### config.mk
export PLATFORM = sky130hd
export DESIGN_NAME = fetch_unit_flat
export DESIGN_NICKNAME = d
export VERILOG_FILES = /design/src/rtl/mp_pkg.sv /design/src/rtl/fetch_unit_if.sv /design/src/rtl/fetch_unit_pc_counter.sv /design/src/rtl/fetch_unit.sv /design/src/flat_wrapper.sv
export SDC_FILE = /design/constraint.sdc
export NUM_CORES = 1
export LEC_CHECK = 0
export CORE_ASPECT_RATIO = 1.4
export CORE_MARGIN = 8
export CORE_UTILIZATION = 45
export CTS_BUF_LIST = sky130_fd_sc_hd__clkbuf_4 sky130_fd_sc_hd__clkbuf_8 sky130_fd_sc_hd__clkbuf_16
export CTS_CLUSTER_DIAMETER = 40
export DETAILED_ROUTE_END_ITERATION = 8
export DONT_BUFFER_PORTS = 1
export SLEW_MARGIN = 0
export SYNTH_ARGS = -nofsm -noshare
export SYNTH_HDL_FRONTEND = slang
export SYNTH_HIERARCHICAL = 1
export SYNTH_SLANG_ARGS = --single-unit
### constraint.sdc
create_clock -name clk -period 2 [get_ports clk]
set_input_delay 0.6 -clock clk [delete_from_list [all_inputs] [get_ports clk]]
set_output_delay 0.6 -clock clk [all_outputs]
set_load 0.03 [all_outputs]
### src/rtl/mp_pkg.sv
// mp_pkg: controller state encoding and opcode constants shared with the fetch datapath
package mp_pkg;

    typedef enum logic [3:0] {
        Start    = 4'd0,
        PrepU    = 4'd1,
        FetchU   = 4'd2,
        PrepL    = 4'd3,
        FetchL   = 4'd4,
        Exec     = 4'd5,
        StoreMem = 4'd6,
        ReadMem  = 4'd7,
        Jump     = 4'd8
    } statetype;

    localparam logic [7:0] OP_NOP = 8'h00;
    localparam logic [7:0] OP_ST  = 8'h03;
    localparam logic [7:0] OP_JMP = 8'h10;
    localparam logic [7:0] OP_JN  = 8'h11;
    localparam logic [7:0] OP_JNN = 8'h12;
    localparam logic [7:0] OP_JZ  = 8'h13;
    localparam logic [7:0] OP_JNZ = 8'h14;

    // Conditional branches are the only opcodes whose operand byte the controller may skip
    function automatic logic is_cond_branch(input logic [7:0] op);
        return op >= OP_JN && op <= OP_JNZ;
    endfunction

endpackage

### src/rtl/fetch_unit_if.sv
// fetch_unit_if: controller/memory control lines and fetch datapath results
interface fetch_unit_if import mp_pkg::*; #(
    parameter int AW = 8,
    parameter int DW = 8
);
    logic          FETCH;
    logic          LOAD_IRU;
    logic          LOAD_IRL;
    logic          INCR_PC;
    logic          LOAD_PC;
    logic          STORE_MEM;
    statetype      STATE;
    logic [DW-1:0] mem_rdata;
    logic [AW-1:0] mem_addr;
    logic          mem_we;
    logic [DW-1:0] opcode;
    logic [AW-1:0] operand;
    logic [AW-1:0] pc;
    logic          skip_evt;
    logic          pc_wrap;

    modport master (
        output FETCH, LOAD_IRU, LOAD_IRL, INCR_PC, LOAD_PC, STORE_MEM, STATE, mem_rdata,
        input  mem_addr, mem_we, opcode, operand, pc, skip_evt, pc_wrap
    );

    modport slave (
        input  FETCH, LOAD_IRU, LOAD_IRL, INCR_PC, LOAD_PC, STORE_MEM, STATE, mem_rdata,
        output mem_addr, mem_we, opcode, operand, pc, skip_evt, pc_wrap
    );

endinterface

### src/rtl/fetch_unit_pc_counter.sv
// pc_counter: program counter with load > increment > skip priority and sticky wrap flag
module pc_counter #(
    parameter int            AW     = 8,
    parameter logic [AW-1:0] RST_PC = '0
) (
    input  logic          clk,
    input  logic          reset,
    input  logic          load_i,
    input  logic          incr_i,
    input  logic          skip_i,
    input  logic [AW-1:0] load_val_i,
    output logic [AW-1:0] pc_o,
    output logic          wrap_o
);
    logic [AW-1:0] pc_q, pc_d;
    logic          wrap_q, wrap_d;
    logic          bump;

    // Next PC: a load overrides any increment; skip is just a late increment
    always_comb begin
        bump   = incr_i | skip_i;
        pc_d   = load_i ? load_val_i : bump ? pc_q + 1'b1 : pc_q;
        wrap_d = wrap_q | (!load_i && bump && &pc_q);
    end

    // PC and wrap flag registers
    always_ff @(posedge clk) begin
        if (reset) begin
            pc_q   <= RST_PC;
            wrap_q <= 1'b0;
        end else begin
            pc_q   <= pc_d;
            wrap_q <= wrap_d;
        end
    end

    assign pc_o   = pc_q;
    assign wrap_o = wrap_q;

endmodule

### src/rtl/fetch_unit.sv
// fetch_unit: PC/IR datapath and memory address mux driven by the controller's control lines
module fetch_unit import mp_pkg::*; #(
    parameter int            AW     = 8,
    parameter int            DW     = 8,
    parameter logic [AW-1:0] RST_PC = '0
) (
    input logic         clk,
    input logic         reset,
    fetch_unit_if.slave bus
);
    logic [DW-1:0] iru_q, iru_d;
    logic [AW-1:0] irl_q, irl_d;
    logic [AW-1:0] pc;
    statetype      prev_q, prev_d;
    logic          skip_q, skip_d;

    // IR capture, state history, and detection of a not-taken branch returning PrepL->PrepU
    always_comb begin
        iru_d  = bus.LOAD_IRU ? bus.mem_rdata : iru_q;
        irl_d  = bus.LOAD_IRL ? AW'(bus.mem_rdata) : irl_q;
        prev_d = bus.STATE;
        skip_d = prev_q == PrepL && bus.STATE == PrepU && is_cond_branch(iru_q)
                 && !bus.INCR_PC && !bus.LOAD_PC;
    end

    // Register update; reset clears any pending fix-up along with everything else
    always_ff @(posedge clk) begin
        if (reset) begin
            iru_q  <= '0;
            irl_q  <= '0;
            prev_q <= Start;
            skip_q <= 1'b0;
        end else begin
            iru_q  <= iru_d;
            irl_q  <= irl_d;
            prev_q <= prev_d;
            skip_q <= skip_d;
        end
    end

    pc_counter #(.AW(AW), .RST_PC(RST_PC)) u_pc (
        .clk        (clk),
        .reset      (reset),
        .load_i     (bus.LOAD_PC),
        .incr_i     (bus.INCR_PC),
        .skip_i     (skip_d),
        .load_val_i (AW'(bus.mem_rdata)),
        .pc_o       (pc),
        .wrap_o     (bus.pc_wrap)
    );

    // PC addresses instruction and jump-target bytes; IRL addresses operand data
    always_comb begin
        bus.mem_addr = (bus.FETCH | bus.LOAD_PC) ? pc : irl_q;
        bus.mem_we   = bus.STORE_MEM;
        bus.opcode   = iru_q;
        bus.operand  = irl_q;
        bus.pc       = pc;
        bus.skip_evt = skip_q;
    end

endmodule
### src/flat_wrapper.sv
// flat-port wrapper written by rule: the top's interface ports become plain ports
module fetch_unit_flat import mp_pkg::*;
#(
    parameter int            AW     = 8,
    parameter int            DW     = 8,
    parameter logic [AW-1:0] RST_PC = '0
)
  (clk, reset, bus_FETCH, bus_LOAD_IRU, bus_LOAD_IRL, bus_INCR_PC, bus_LOAD_PC, bus_STORE_MEM, bus_STATE, bus_mem_rdata, bus_mem_addr, bus_mem_we, bus_opcode, bus_operand, bus_pc, bus_skip_evt, bus_pc_wrap);
  fetch_unit_if #(.AW(AW), .DW(DW)) bus_i ();
  input logic clk;
  input logic reset;
  input wire logic [$bits(bus_i.FETCH)-1:0] bus_FETCH;
  input wire logic [$bits(bus_i.LOAD_IRU)-1:0] bus_LOAD_IRU;
  input wire logic [$bits(bus_i.LOAD_IRL)-1:0] bus_LOAD_IRL;
  input wire logic [$bits(bus_i.INCR_PC)-1:0] bus_INCR_PC;
  input wire logic [$bits(bus_i.LOAD_PC)-1:0] bus_LOAD_PC;
  input wire logic [$bits(bus_i.STORE_MEM)-1:0] bus_STORE_MEM;
  input wire logic [$bits(bus_i.STATE)-1:0] bus_STATE;
  input wire logic [$bits(bus_i.mem_rdata)-1:0] bus_mem_rdata;
  output wire logic [$bits(bus_i.mem_addr)-1:0] bus_mem_addr;
  output wire logic [$bits(bus_i.mem_we)-1:0] bus_mem_we;
  output wire logic [$bits(bus_i.opcode)-1:0] bus_opcode;
  output wire logic [$bits(bus_i.operand)-1:0] bus_operand;
  output wire logic [$bits(bus_i.pc)-1:0] bus_pc;
  output wire logic [$bits(bus_i.skip_evt)-1:0] bus_skip_evt;
  output wire logic [$bits(bus_i.pc_wrap)-1:0] bus_pc_wrap;
  assign bus_i.FETCH = bus_FETCH;
  assign bus_i.LOAD_IRU = bus_LOAD_IRU;
  assign bus_i.LOAD_IRL = bus_LOAD_IRL;
  assign bus_i.INCR_PC = bus_INCR_PC;
  assign bus_i.LOAD_PC = bus_LOAD_PC;
  assign bus_i.STORE_MEM = bus_STORE_MEM;
  assign bus_i.STATE = bus_STATE;
  assign bus_i.mem_rdata = bus_mem_rdata;
  assign bus_mem_addr = bus_i.mem_addr;
  assign bus_mem_we = bus_i.mem_we;
  assign bus_opcode = bus_i.opcode;
  assign bus_operand = bus_i.operand;
  assign bus_pc = bus_i.pc;
  assign bus_skip_evt = bus_i.skip_evt;
  assign bus_pc_wrap = bus_i.pc_wrap;
  fetch_unit #(.AW(AW), .DW(DW), .RST_PC(RST_PC)) u_core (.clk(clk), .reset(reset), .bus(bus_i));
endmodule
# Yosys cells after proc, flatten, opt, wreduce, memory -nomap -nowiden
# Index checks and enable logic that the tools add are counted.
[classes]
bitwise = 3
shifts = 0
n_eq_ne = 2
order_cmp = 2
mux = 3
addsub = 1
mul = 0
div = 0
n_reduce_logical = 11
[op_table]
columns = ["cell", "n"]
rows = [
  ["8-bit 2-to-1 mux", 3],
  ["8-bit by 1-bit adder with 8-bit output (second input constant)", 1],
  ["8-bit by 5-bit greater-or-equal comparator with 1-bit output (second input constant)", 1],
  ["8-bit by 5-bit <= comparator with 1-bit output (second input constant)", 1],
  ["8-bit AND reduction", 1],
  ["1-bit logical AND", 7],
  ["4-bit by 1-bit equality test with 1-bit output (second input constant)", 1],
  ["4-bit by 2-bit equality test with 1-bit output (second input constant)", 1],
  ["1-bit OR", 3],
  ["1-bit zero test", 2],
  ["2-bit nonzero test", 1],
]
[word_totals]
latch_bits = 0
in_bits = 20
romBits = 0
ram_bits = 0
mem_count = 0
reg_bits = 30

# Logic depth before layout (Yosys ltp)
[depth]
word_depth = 9
ltp_mapped = 7
depth_no_buf = 7

# Hierarchy
# Netlist, hierarchy kept.
[modules_own_cells]
columns = ["module", "n_inst", "area_per_inst_um2", "cells_per_inst", "seq_area_each_um2"]
rows = [
  ["fetch_unit", 1, 878.3, 80, 420.4],
  ["pc_counter", 1, 489.2, 54, 180.2],
]

# Least setup slack after synthesis
# Ideal clock, no wire load.
[synth_path]
path_type = "input to register"
from = "input port bus_INCR_PC"
to = "register u_core.u_pc.pc_q[5] (netlist: u_core/u_pc/pc_o[5])"
path_slack_ns = 0.077
path_buffers = 0
arrival_ns = 1.808
path_stages = 7
cell_sequence = "nor4bb_1 nand4_1 nor2_1 o2111ai_1 nor2_1 xor2_1 o21a_1"
[synth_via]
elab_chain_cells = 5
[synth_lines]
columns = ["element", "line_no", "source"]
rows = [
  ["from (decl)", "flat_wrapper.sv:15", "input wire logic [$bits(bus_i.INCR_PC)-1:0] bus_INCR_PC;"],
  ["1-bit zero test", "fetch_unit.sv:23", "&& !bus.INCR_PC && !bus.LOAD_PC;"],
  ["1-bit logical AND (2 in series)", "fetch_unit.sv:23", ""],
  ["named net u_core.skip_d", "fetch_unit.sv:15", "logic skip_q, skip_d;"],
  ["1-bit OR", "fetch_unit_pc_counter.sv:21", "bump = incr_i | skip_i;"],
  ["2-bit nonzero test (no line)", "--", ""],
  ["to (signal assigned)", "fetch_unit_pc_counter.sv:32", "pc_q <= pc_d;"],
  ["to (decl)", "fetch_unit_pc_counter.sv:15", "logic [AW-1:0] pc_q, pc_d;"],
]
# The timed path passes the listed nets, and every way through them passes these cells.
# A chain may end at the register's enable or synchronous reset.

# Worst setup path after layout
[layout_path]
from = "input port bus_FETCH"
to = "output port bus_mem_addr[7]"
[layout_via]
elab_chain_cells = 2
[layout_lines]
columns = ["element", "line_no", "source"]
rows = [
  ["from (decl)", "flat_wrapper.sv:12", "input wire logic [$bits(bus_i.FETCH)-1:0] bus_FETCH;"],
  ["1-bit OR", "fetch_unit.sv:54", "bus.mem_addr = (bus.FETCH | bus.LOAD_PC) ? pc : irl_q;"],
  ["8-bit 2-to-1 mux", "fetch_unit.sv:54", ""],
  ["to (decl)", "flat_wrapper.sv:20", "output wire logic [$bits(bus_i.mem_addr)-1:0] bus_mem_addr;"],
]
# No other way between the ends.

==> reports/metrics.yaml <==
skew_ns: 0.00722
routed_wl_um: 3490
grt_pass1_vias: 1089
portBuffers: 0
synth_seq_cells: 30
dieArea_um2: 5080
cts_tree: "built"
hold_viol: 0
synth_area_um2: 1370
cts_made_buffers: 5
antennaDiodeCount: 0
vias: 1059
path_delay_family: "multiplexers"
timing.hold.ws_ns: 0.377
hold_path_depth: 1
postCtsSetupBuffers: 0
startpoint_type: "input pin"
fillers: 270
reg2reg_depth: 7
critical_path_class: "input pin to output port"
outcome: "finished, final reports clean"
syn_nets: 155
yosys.area.top_type: "dfxtp_1"
rsz0062_at_grt: "false"
setup_ws_ns: 0.0934
h-tree-depth: 2
grt_max_degree: 32
reg2reg_to: "u_core/u_pc/pc_o[5]"
timing.final.crit_share_pct: 95.3
yosysWarnings: 6
cp.arrival_ns: 1.31
synth.distinct_cells: 31
end_kind: "output port"
grtUsageTotal_pct: 14.1
nets: 179
min_period_ns: 1.91
hp-start: "reset"
ant_nets: 0
io_pins: 55
power_density_nw_per_um2: 855
place_congestion: 0.789
cap_violations: 0
die_x_um: 62.6
crit_chain: "nor2_4, mux2_2"
clock_sinks: 30
drt_first_iter_violations: 29
vias_per_cell: 5.40
clkTransAtPathRegs_ns: 0.06
synthTopCellsByArea: "dfxtp_1, mux2i_1, mux2_2"
syn_avg_cell_area_um2: 10.2
final_area_um2: 1660
final_common_cell: "dfxtp_1"
dp_hpwl_um: 2740
finalSetupViolations: 0
post-place-ws_ns: -0.117
p_leak_nw: 0.728
cp_slowest_cell: "mux2_2"
final_cell_mix: "dfxtp_1, nor2_1, buf_4"
areaGrowthSynthToFinish_pct: 21.4
root_buffer: "clkbuf_8"
multiInputGateArea_um2: 723
cp.buffers_inverters: 0
r2r-start: "u_core/bus.opcode[6]"
finalMaxSlewViolations: 0
worstSkewPairLatency_ns: 0.29
cp.required_ns: 1.40
vdd.ir_drop.worst_mv: 0.712
rrSetupSlack_ns: 0.17
wl_per_cell_um: 17.8
core_area_um2: 2880
seqCellArea_um2: 601
first_pass_iters: 4
synthCells: 134
initial_core_util_pct: 47.5
yosysTopAreaCellShare_pct: 43.9
min_path_type: "input pin to register"
fmax_mhz: 524
drive_gt1_share_pct: 31.4
overflow: 0
max_slew_margin_pct: 68.2
critPathMaxStageDelay_ns: 0.47
die_h_um: 81.2
critPathMaxFanout: 8
grt_pass1_wl_um: 5560
drc: 0
hold_end: "u_core/prev_q[2]"
num_rows: 23
max_slew.worst_pin.slew_ns: 0.476
ctsLongestPathBuffers: 2
antenna_found_initial: 0
place_area_um2: 1560
yosysSeqAreaShare_pct: 43.9
-- power breakdown --
group / switching (mW) / internal, mW / total [mW]
sequential: 0.0287 / 0.633 / 0.662
clock: 0.222 / 0.290 / 0.513
combinational: 0.147 / 0.0991 / 0.246
-- cells by family after synthesis --
family          share of synthesized area (%)
flops                                    43.9
mux                                      22.8
simple gates                             18.3
fa+ha+maj                               0.915
buf+inv                                  3.75
compound gates                           5.22
xor+xnor                                 5.12
-- per-layer routing --
layer	part of all wire [%]	track usage, %
met4	1.6	7.09
met2	50	24.0
met3	11	8.25
met5	0	0
met1	37	13.6
-- registers in the layout (all words and copies together) (netlist names) --
signal,count
u_core/bus.opcode,8
u_core/bus.operand,8
u_core/bus.skip_evt,1
u_core/prev_q,4
u_core/u_pc/wrap_o,1
u_core/u_pc/pc_o,8
-- what timing repair did --
item,4_1_cts,5_1_grt
endpoints found under the setup margin,0,4
hold buffers,0,0
resized for setup,0,2
-- per-stage QoR --
stage / power [mW] / util, % / std cells / TNS (ns)
after global placement: 0.917 / 54.1 / 188 / 0
after global routing: 1.47 / 57.7 / 196 / 0
final: 1.42 / 57.7 / 196 / 0
after detailed placement: 0.922 / 54.1 / 188 / -0.419
after CTS: 1.43 / 57.4 / 196 / 0
after floorplan: 0.874 / - / 134 / 0
-- area by class of cell --
type	instances	area share, %
multi-input combinational	93	43.6
inverter	4	0.904
clock buffer	7	5.43
tap	37	2.79
clock inverter	1	0.301
sequential	30	36.2
timing repair buffer	24	10.9
-- worst max-delay path by stage --
| stage | startpoint | to | cells past startpoint |
|---|---|---|---|
| 6_report | bus_FETCH | bus_mem_addr[7] | 2 |
| 5_1_grt | u_core/bus.opcode[6] | u_core/u_pc/pc_o[5] | 7 |
| 4_1_cts | bus_FETCH | bus_mem_addr[7] | 2 |
| 3_5_place_dp | bus_INCR_PC | u_core/u_pc/pc_o[5] | 7 |
| 3_3_place_gp | bus_INCR_PC | u_core/u_pc/pc_o[5] | 7 |
| 2_1_floorplan | bus_INCR_PC | u_core/u_pc/pc_o[5] | 7 |
-- synthesized netlist by cell type --
| cell type | count |
|---|---|
| nor2b_1 | 5 |
| buf_2 | 2 |
| nand3_1 | 2 |
| nor3_2 | 3 |
| nor4b_4 | 1 |
| nand2_1 | 1 |
| mux2_2 | 9 |
| inv_2 | 1 |
| o21ai_2 | 1 |
| nor4b_2 | 1 |
| xor2_1 | 2 |
| o21a_1 | 2 |
| o22ai_1 | 1 |
| or3_1 | 1 |
| nor2_4 | 1 |
| o2111ai_1 | 2 |
| ha_1 | 1 |
| nand4_1 | 1 |
| a31oi_1 | 1 |
| clkbuf_4 | 1 |
| dfxtp_1 | 30 |
| mux2i_1 | 21 |
| inv_1 | 3 |
| a22oi_1 | 1 |
| nor2_1 | 26 |
| nor4bb_1 | 1 |
| xnor2_1 | 6 |
| a21oi_1 | 2 |
| buf_4 | 1 |
| nor3_1 | 1 |
| clkbuf_1 | 3 |
(Power assumes the default switching activity.)
